==> config.mk <==
export PLATFORM = sky130hd
export DESIGN_NAME = mem_dump_streamer
export DESIGN_NICKNAME = d
export VERILOG_FILES = /design/src/rtl/mem_dump_streamer.sv
export SDC_FILE = /design/constraint.sdc
export NUM_CORES = 1
export LEC_CHECK = 0
export ABC_AREA = 1
export BUFFER_PORTS_ARGS = -buffer_cell sky130_fd_sc_hd__buf_2
export CAP_MARGIN = 40
export CORE_MARGIN = 1.5
export CORE_UTILIZATION = 45
export DETAILED_ROUTE_END_ITERATION = 10
export GPL_ROUTABILITY_DRIVEN = 0
export GPL_TIMING_DRIVEN = 0
export PLACE_DENSITY = 0.73
export SLEW_MARGIN = 20
export SYNTH_ARGS = -nofsm -noshare
export SYNTH_HDL_FRONTEND = slang
export SYNTH_SLANG_ARGS = --single-unit
==> constraint.sdc <==
create_clock -name clk1 -period 2.3 [get_ports clk1]
set_clock_uncertainty 0.2 [all_clocks]
set_input_delay 0.115 -clock clk1 [delete_from_list [all_inputs] [get_ports clk1]]
set_output_delay 0.115 -clock clk1 [all_outputs]
set_load 0.005 [all_outputs]
==> src/rtl/mem_dump_streamer.sv <==
// Readback engine: after the core halts, streams word_count memory words from base_addr
// out over a valid/ready channel, each word tagged with its address.
module mem_dump_streamer #(
   parameter int ADDR_W = 10,
   parameter int DATA_W = 32,
   parameter int CNT_W  = 11
) (
   input  logic              clk1,
   input  logic              rst,
   input  logic              halted,
   input  logic              start,
   input  logic [ADDR_W-1:0] base_addr,
   input  logic [CNT_W-1:0]  word_count,
   input  logic              abort,
   output logic              mem_rd_en,
   output logic [ADDR_W-1:0] mem_addr,
   input  logic [DATA_W-1:0] mem_rdata,
   output logic              out_valid,
   input  logic              out_ready,
   output logic [DATA_W-1:0] out_data,
   output logic [ADDR_W-1:0] out_addr,
   output logic              out_last,
   output logic              busy,
   output logic              done,
   output logic [2:0]        fsm_state
);

   // Stream handshake: a word moves on a cycle where out_valid and out_ready are both
   // high at posedge clk1; once raised, out_valid/data/addr/last hold until that cycle.
   typedef enum logic [2:0] {
      S_IDLE    = 3'd0,
      S_ISSUE   = 3'd1,
      S_CAPTURE = 3'd2,
      S_SEND    = 3'd3,
      S_DONE    = 3'd4
   } state_t;

   state_t           state;
   logic [CNT_W-1:0] remaining;

   assign fsm_state = state;

   // mem_addr doubles as the running dump address; it advances on every handshake.
   always_ff @(posedge clk1) begin
      if (rst) begin
         state     <= S_IDLE;
         remaining <= '0;
         mem_rd_en <= 1'b0;
         mem_addr  <= '0;
         out_valid <= 1'b0;
         out_data  <= '0;
         out_addr  <= '0;
         out_last  <= 1'b0;
         busy      <= 1'b0;
         done      <= 1'b0;
      end else if (abort && (state != S_IDLE)) begin
         state     <= S_IDLE;
         mem_rd_en <= 1'b0;
         out_valid <= 1'b0;
         out_last  <= 1'b0;
         busy      <= 1'b0;
         done      <= 1'b0;
      end else begin
         case (state)
            S_IDLE: begin
               done <= 1'b0;
               if (start && halted) begin
                  busy <= 1'b1;
                  if (word_count == '0) begin
                     done  <= 1'b1;
                     state <= S_DONE;
                  end else begin
                     remaining <= word_count;
                     mem_addr  <= base_addr;
                     mem_rd_en <= 1'b1;
                     state     <= S_ISSUE;
                  end
               end
            end
            S_ISSUE: begin
               mem_rd_en <= 1'b0;
               state     <= S_CAPTURE;
            end
            S_CAPTURE: begin
               out_data  <= mem_rdata;
               out_addr  <= mem_addr;
               out_valid <= 1'b1;
               out_last  <= (remaining == CNT_W'(1));
               state     <= S_SEND;
            end
            S_SEND: begin
               if (out_ready) begin
                  out_valid <= 1'b0;
                  out_last  <= 1'b0;
                  remaining <= remaining - CNT_W'(1);
                  mem_addr  <= mem_addr + ADDR_W'(1);
                  if (remaining != CNT_W'(1)) begin
                     mem_rd_en <= 1'b1;
                     state     <= S_ISSUE;
                  end else begin
                     done  <= 1'b1;
                     state <= S_DONE;
                  end
               end
            end
            S_DONE: begin
               done  <= 1'b0;
               busy  <= 1'b0;
               state <= S_IDLE;
            end
            default: begin
               mem_rd_en <= 1'b0;
               out_valid <= 1'b0;
               busy      <= 1'b0;
               done      <= 1'b0;
               state     <= S_IDLE;
            end
         endcase
      end
   end

endmodule

==> results by group, run 1 <==
Status
  • Outcome: finished, final reports clean

Timing
  • Max transition margin: 61.01%
  • Final critical path time including I/O delays and setup: 2054 ps
  • Measured slew at the worst slew-check pin: 584.8 ps
  • Unrepaired setup endpoints after global routing: no
  • Sum of negative setup slack: 0 ps
  • Final setup viols: 0
  • Highest Clock Rate: 486.8 MHz
  • Final period utilization: 89.31%
  • Max-slew violation total from the final report: 0
  • Number of endpoints with negative hold slack in the final report: 0

Clocking
  • Number of buffers inserted during clock tree synthesis: 9
  • Clock tree from TritonCTS: built
  • Post-cts gate resize count: 0
  • TritonCTS Sinks: a little over 70
  • Count of H-tree levels built during CTS: 3
  • Clock latency reported for the late side of the worst-skew pair: ~360 ps
  • Clk pin slew, worst setup/hold paths: 70 ps
  • Clock tree root driver cell: clkbuf_8
  • Maximum count of clock buffers along a single path: 2
  • Count of buffers added by post-CTS timing repair for setup: 0

Critical path
  • Cell with the largest stage delay on the worst path: dlygate4sd3_1
  • Destination of the worst register-to-register timing path: out_data[30]
  • Max stage delay on crit path: 530 ps
  • Count of buffering cells on the critical path with inverters included: 4
  • Type of element launching the critical path: input pin
  • Worst-path maximum fanout: 10
  • Crit path DAT: 2080 ps
  • FF-to-FF path depth: 5
  • Category of the worst setup path capture point: flop
  • Worst EP required: 2320 ps
  • Start of the worst register-to-register path: fsm_state[1]
  • Cell chain of the critical path: dlygate4sd3_1 -> buf_2 -> or2_2 -> nor2_1 -> nand3_1 -> nand2_4 -> inv_4 -> buf_6 -> nand2_1 -> a21oi_1
  • Cell family with most CP delay: simple AND/OR/NAND/NOR gates
  • Flop2flop setup slack: 310 ps
  • Critical path type: input pin to flop

GRT
  • Total grt overflow: 0
  • Vias in the first global route: between 3000 and 4000
  • Number of antenna violations at the first check in global routing: 0
  • Maximum number of pins on one net before global-route repair: 14
  • Global-route total usage across every layer: approximately 27%
  • Global-route wire length before repair: roughly 18 mm

Finish
  • NumNets Final: between 700 and 800
  • # diodes: 0
  • Share of final-layout standard cells stronger than drive strength 1: 23.02%
  • Final design area excluding fillers: slightly below 0.005 mm2
  • Commonest non-fill, non-tap cell in the layout: nand2_1
  • Top library cells by usage in the layout, fill and taps aside: 144 x nand2_1, 124 x buf_2, 71 x dfxtp_1
  • Utilization of the core after routing: about two thirds
  • Area added between synthesis and finish: 44.80%
  • Number of fill cells: 660

Synthesis
  • Yosys Warn Count: 0
  • Number of synthesized register bits: 71
  • Synth Flop Type: dfxtp_1
  • Mean Syn Cell Area: 6.751 um2
  • Post-synthesis net count: 565
  • Cell area after technology mapping: 0.003396 mm2
  • Synth async-reset ratio: 0%
  • Count of mapped cells out of synthesis: 503
  • Number of enable-type register cells in the synthesized netlist: 0
  • Sequential cell area fraction in the yosys report: 41.86%
  • Number of distinct library cells after synthesis: 28

Die
  • Die outline area: 0.008077 mm2
  • Number of top-level pins: 119
  • Die height: 89.87 um
  • Initial standard-cell utilization of the core: between 40 and 50%
  • Number of placement rows: 31
  • Floorplan core area: 0.007292 mm2
  • Floorplan die width: 89.87 um

Drt
  • First-pass DRT Iterations: 5
  • Vias per cell: 5.111
  • Residual DRC count: 0
  • Routed Antenna Nets: 0
  • Total wirelength of the detailed-routed design: 10.89 mm
  • Iter 0 DRT Violations: 310
  • Count of vias placed by the detailed router: 4058
  • Routed length per instance: 13.72 um

Placement
  • Detailed placer's ending HPWL: around 7.3 mm
  • Cell area after placement: 0.004105 mm2
  • Port Buf Inserts: 117

Hold path
  • Startpoint of the lowest-slack hold path: start
  • End point of the most critical hold path: busy
  • Worst min-delay path category: input pin to flop
  • Hold Crit Depth: 5

Pwr
  • Peak supply drop: between 0.6 and 0.7 mV
  • Final Power: 0.005459 W
  • Leakage: between 2 and 2.5 nW
  • Power density over the cells: 1110 mW/mm2

Flow run
  • Max Cap Violations: 0
[worst register-to-register path: stages (launching register included)]
cell and delay (ps):
dfxtp_1 510, nand3_1 230, inv_2 200, nand3_1 90, dlygate4sd3_1 560, a21oi_1 130
[cells in the mapped netlist, drive strengths merged (3+ instances only)]
| master | count | area, um2 |
|---|---|---|
| nand2 | 151 | 589.3 |
| dfxtp | 71 | 1421 |
| nand3 | 67 | 340.3 |
| a21oi | 66 | 330.3 |
| nor2 | 48 | 202.7 |
| inv | 31 | 118.9 |
| o21ai | 21 | 105.1 |
| clkbuf | 15 | 56.30 |
| buf | 11 | 72.56 |
| nor3 | 4 | 20.02 |
| or2 | 4 | 25.02 |
| ha | 3 | 37.54 |
| nand4 | 3 | 18.77 |
[state kept, by name, indices dropped and copies added, names as in the netlist]
register   cells
out_data      32
remaining     11
mem_addr      10
out_addr      10
fsm_state      3
busy           1
done           1
mem_rd_en      1
out_last       1
out_valid      1
[stage by stage]
stage                     cells  worst slack (ps)  hold WS, ps
after floorplan             503             638.1        81.46
after global placement      719             377.1        188.5
after detailed placement    719             370.1        196.8
after CTS                   794             267.0        63.82
after global routing        794             143.9        101.4
final                       794             245.8        59.94
[logic make-up after synthesis]
family / count (synthesis) / share of synthesized area, %
DFF: 71 / 41.86
xor gates and xnor gates: 2 / 0.5159
adders and majority gates: 3 / 1.105
and+or+nand+nor: 279 / 35.63
AOI/OAI and AO/OA: 91 / 13.60
buffers and inverters: 57 / 7.295
[area by class of cell]
cell class                 instances  area [um2]  share of cell area [%]
clock inverter                     6       93.84                   1.908
clock buffer                      10       127.6                   2.595
tap                               99       123.9                   2.519
multi-input combinational        375        1727                   35.11
inverter                          31       118.9                   2.417
sequential                        71        1421                   28.91
timing repair buffer             176        1176                   23.92
buffer                            26       128.9                   2.621
[power breakdown]
group | internal (W) | leakage (nW) | total, W | switching, W
logic | 0.000955 | 1.55 | 0.00247 | 0.00152
registers | 0.00154 | 0.578 | 0.00185 | 0.000304
clock network | 0.000619 | 0.107 | 0.00114 | 0.000522
[layer usage]
layer | up-vias | wire [um] | GRT usage, % | part of all wire (%)
met5 | - | 0 | 0 | 0
met4 | 0 | 242 | 10.71 | 2.2
met3 | 27 | 783 | 7.191 | 7.2
met2 | 168 | 5305 | 46.63 | 49
met1 | 1844 | 4559 | 32.73 | 42
li1 | 2019 | - | - | -
[worst max-delay path by stage]
stage / startpoint / end / slack [ps] / cells past startpoint
after detailed placement: fsm_state[1] / remaining[7] / 370 / 10
final: word_count[0] / mem_addr[4] / 250 / 10
after floorplan: fsm_state[1] / mem_addr[0] / 640 / 10
after global routing: word_count[1] / mem_addr[0] / 140 / 10
after CTS: word_count[0] / remaining[7] / 270 / 10
after global placement: fsm_state[1] / mem_addr[4] / 380 / 10
[what timing repair did]
action / 4_1_cts / 5_1_grt
hold endpoints to repair: 57 / 0
hold buffers: 59 / 0
setup endpoints to repair: 0 / 0
Note: power is estimated with default switching activity, not from simulation.
==> inputs of run 2 (changes only) <==
ABC_AREA = 0   (was 1)
CTS_CLUSTER_SIZE = 28   (was default)
PLACE_DENSITY = 0.74   (was 0.73)
==> results by group, run 2 <==
Status
  • Outcome: finished, final reports clean

Drt
  • Total wirelength of the detailed-routed design: 10.74 mm
  • Routed length per instance: 15.15 um
  • Iter 0 DRT Violations: 209
  • Routed Antenna Nets: 0
  • Residual DRC count: 0
  • First-pass DRT Iterations: 6
  • Vias per cell: ~5.5
  • Count of vias placed by the detailed router: a little under 4000

Timing
  • Final setup viols: 0
  • Measured slew at the worst slew-check pin: 621.7 ps
  • Max transition margin: between 50 and 60%
  • Unrepaired setup endpoints after global routing: no
  • Final critical path time including I/O delays and setup: 2245 ps
  • Final period utilization: ~98%
  • Max-slew violation total from the final report: 0
  • Final setup slack of the worst path: 54.85 ps
  • Sum of negative setup slack: 0 ps
  • Number of endpoints with negative hold slack in the final report: 0
  • Highest Clock Rate: 445.4 MHz

Synthesis
  • Area share of the largest cell type after synthesis: 43.31%
  • Number of distinct library cells after synthesis: 50
  • Post-synth top cells: 100 x nand2_1, 71 x dfxtp_1, 60 x a21oi_1
  • Simple-Gate Fraction of Synth Area: 27.79%
  • Number of synthesized register bits: 71
  • Area share of fa/ha/maj cells after synthesis: between 1 and 1.5%
  • Synth async-reset ratio: 0%
  • Mean Syn Cell Area: 7.795 um2
  • Cell type with the largest total area after synthesis: dfxtp_1
  • Yosys Warn Count: 0
  • Number of enable-type register cells in the synthesized netlist: 0
  • Post-synthesis net count: 483
  • Top-count cell post-synth: nand2_1
  • Parity-gate share of the synthesized area counting xor and xnor cells: 0%
  • Main combinational cell family by area after synthesis: simple AND/OR/NAND/NOR gates
  • Cell area after technology mapping: about 0.0033 mm2
  • Count of mapped cells out of synthesis: 421
  • Leading post-synthesis cells by cell area: dfxtp_1 43%, nand2_1 11%, a21oi_1 9.1%
  • Synth Flop Type: dfxtp_1
  • Mux share of post-synthesis cell area: 0.3050%
  • Sequential cell area fraction in the yosys report: 43.31%
  • Area fraction in compound gates after synthesis: 22.91%

Die
  • Initial standard-cell utilization of the core: between 40% and 50%
  • Floorplan core area: 0.006907 mm2
  • Floorplan die width: 88.40 um
  • Number of placement rows: 30
  • Number of top-level pins: between 100 and 150
  • Die height: 88.40 um
  • Die outline area: just under 0.008 mm2

Critical path
  • Type of element launching the critical path: flop
  • Worst-path maximum fanout: 10
  • Critical path type: flop to flop
  • Category of the worst setup path capture point: flop
  • Crit path DAT: 2290 ps
  • Worst EP required: 2340 ps

Finish
  • Number of fill cells: approximately 600
  • NumNets Final: 668
  • Utilization of the core after routing: 69.33%
  • Share of final-layout standard cells stronger than drive strength 1: 25.37%
  • Area added between synthesis and finish: 45.90%
  • Sequential cell area: around 0.0014 mm2
  • Total area of multi-input combinational cells: 0.001737 mm2
  • Commonest non-fill, non-tap cell in the layout: buf_2
  • Register ranked first by flip-flop count: out_data
  • Top library cells by usage in the layout, fill and taps aside: 125 x buf_2, 100 x nand2_1, 71 x dfxtp_1
  • Top flop regs: out_data x32, remaining x11
  • Number of flip-flops under the largest register name: 32

Pwr
  • Internal power summed over all cells: 0.002179 W
  • Clock Power Share: 31.6%
  • Sw Ratio: 31.60%
  • Sequential fraction of design power: 44.5%
  • Final Power: about 0.0032 W
  • Peak supply drop: 0.4948 mV
  • Power density over the cells: 665.3 mW/mm2
  • Leakage: 1.974 nW
  • Combinational Power Share: a little under a quarter
  • Power dissipated by switching net loads: 0.001007 W

Clocking
  • Number of buffers inserted during clock tree synthesis: 9
  • Clock tree root driver cell: clkbuf_8
  • Clk pin slew, worst setup/hold paths: roughly 80 ps
  • TritonCTS Sinks: 71
  • Maximum count of clock buffers along a single path: 2
  • Clock latency reported for the late side of the worst-skew pair: 340 ps
  • Count of H-tree levels built during CTS: 3
  • Clock tree from TritonCTS: built

GRT
  • Total grt overflow: 0
  • Maximum number of pins on one net before global-route repair: 14
  • Global-route wire length before repair: 16.10 mm
  • Number of antenna violations at the first check in global routing: 0
  • Global-route total usage across every layer: 26.59%
  • Vias in the first global route: 3496

Placement
  • Detailed placer's ending HPWL: 6.918 mm
  • Port Buf Inserts: between 100 and 150
  • Pre-CTS worst setup slack: -79.18 ps

Flow run
  • Max Cap Violations: 0

Hold path
  • Worst min-delay path category: input pin to flop
-- run 2: cell count changes in the layout (fill, tap and decap cells not counted), moves of 9 or more --
cell and delta:
inv_1 -22, nand2_1 -44, nor2_1 -29, o21ai_0 -13, nor3_1 +9, nand2b_1 +14
nand3_1 -57, o32ai_1 +12
-- run 2: layout make-up --
cell class	count	area share (%)
clock inverter	6	1.463
inverter	6	0.4703
tap	96	2.508
sequential	71	29.68
buffer	30	2.587
antenna	2	0.1045
multi-input combinational	313	36.27
timing repair buffer	175	24.25
clock buffer	10	2.665
-- run 2: logic make-up after synthesis --
logic type / count (synthesis)
fa+ha+maj: 3
buf+inv: 37
simple gates: 190
compound gates: 119
mux: 1
flops: 71
-- run 2: final timing paths --
path	startpoint	endpoint	slack, ps	cells after the start
worst max-delay path	fsm_state[1]	remaining[3]	50	6
worst min-delay path	word_count[10]	remaining[10]	30	3
worst max register to register	fsm_state[1]	remaining[3]	50	6
worst min register to register	out_data[17]	out_data[17]	250	2
-- run 2: metal layers --
layer	global-route usage, %	part of all wire, %	wire (um)	vias to the layer above
met2	43.86	48	5156	197
met1	33.28	42	4504	1781
li1	-	-	-	1867
met3	4.571	7.0	754	34
met5	0	0	0	-
met4	14.20	3.0	323	0
-- run 2: power groups by stage --
| stage | logic, W | registers [W] | clock network [W] |
|---|---|---|---|
| CTS | 0.000739 | 0.00141 | 0.00101 |
| floorplan | 0.000416 | 0.00143 | 0 |
| global route | 0.000836 | 0.00143 | 0.00105 |
| detailed placement | 0.000662 | 0.00144 | 0 |
| global placement | 0.000651 | 0.00144 | 0 |
| finish | 0.000763 | 0.00142 | 0.00101 |
-- run 2: what timing repair did --
action,4_1_cts,5_1_grt
hold endpoints to repair,57,0
hold buffers,56,0
setup buffers,0,2
resized for setup,1,6
pin swaps,0,1
setup endpoints to repair,10,60
-- run 2: stage by stage --
step                cells  hold slack [ps]  instance area, um2
floorplan             421            50.97                3282
global placement      634            154.9                3988
detailed placement    634            161.3                3988
CTS                   706            1.448                4750
global route          707            48.03                4783
finish                709            31.62                4788
-- run 2: worst max-delay path, cell delays in order, from the launching register on --
cell	delay, ps
dfxtp_1	400
buf_2	230
nand4b_1	170
a21oi_2	430
nand2_1	180
buf_2	240
o32ai_1	310
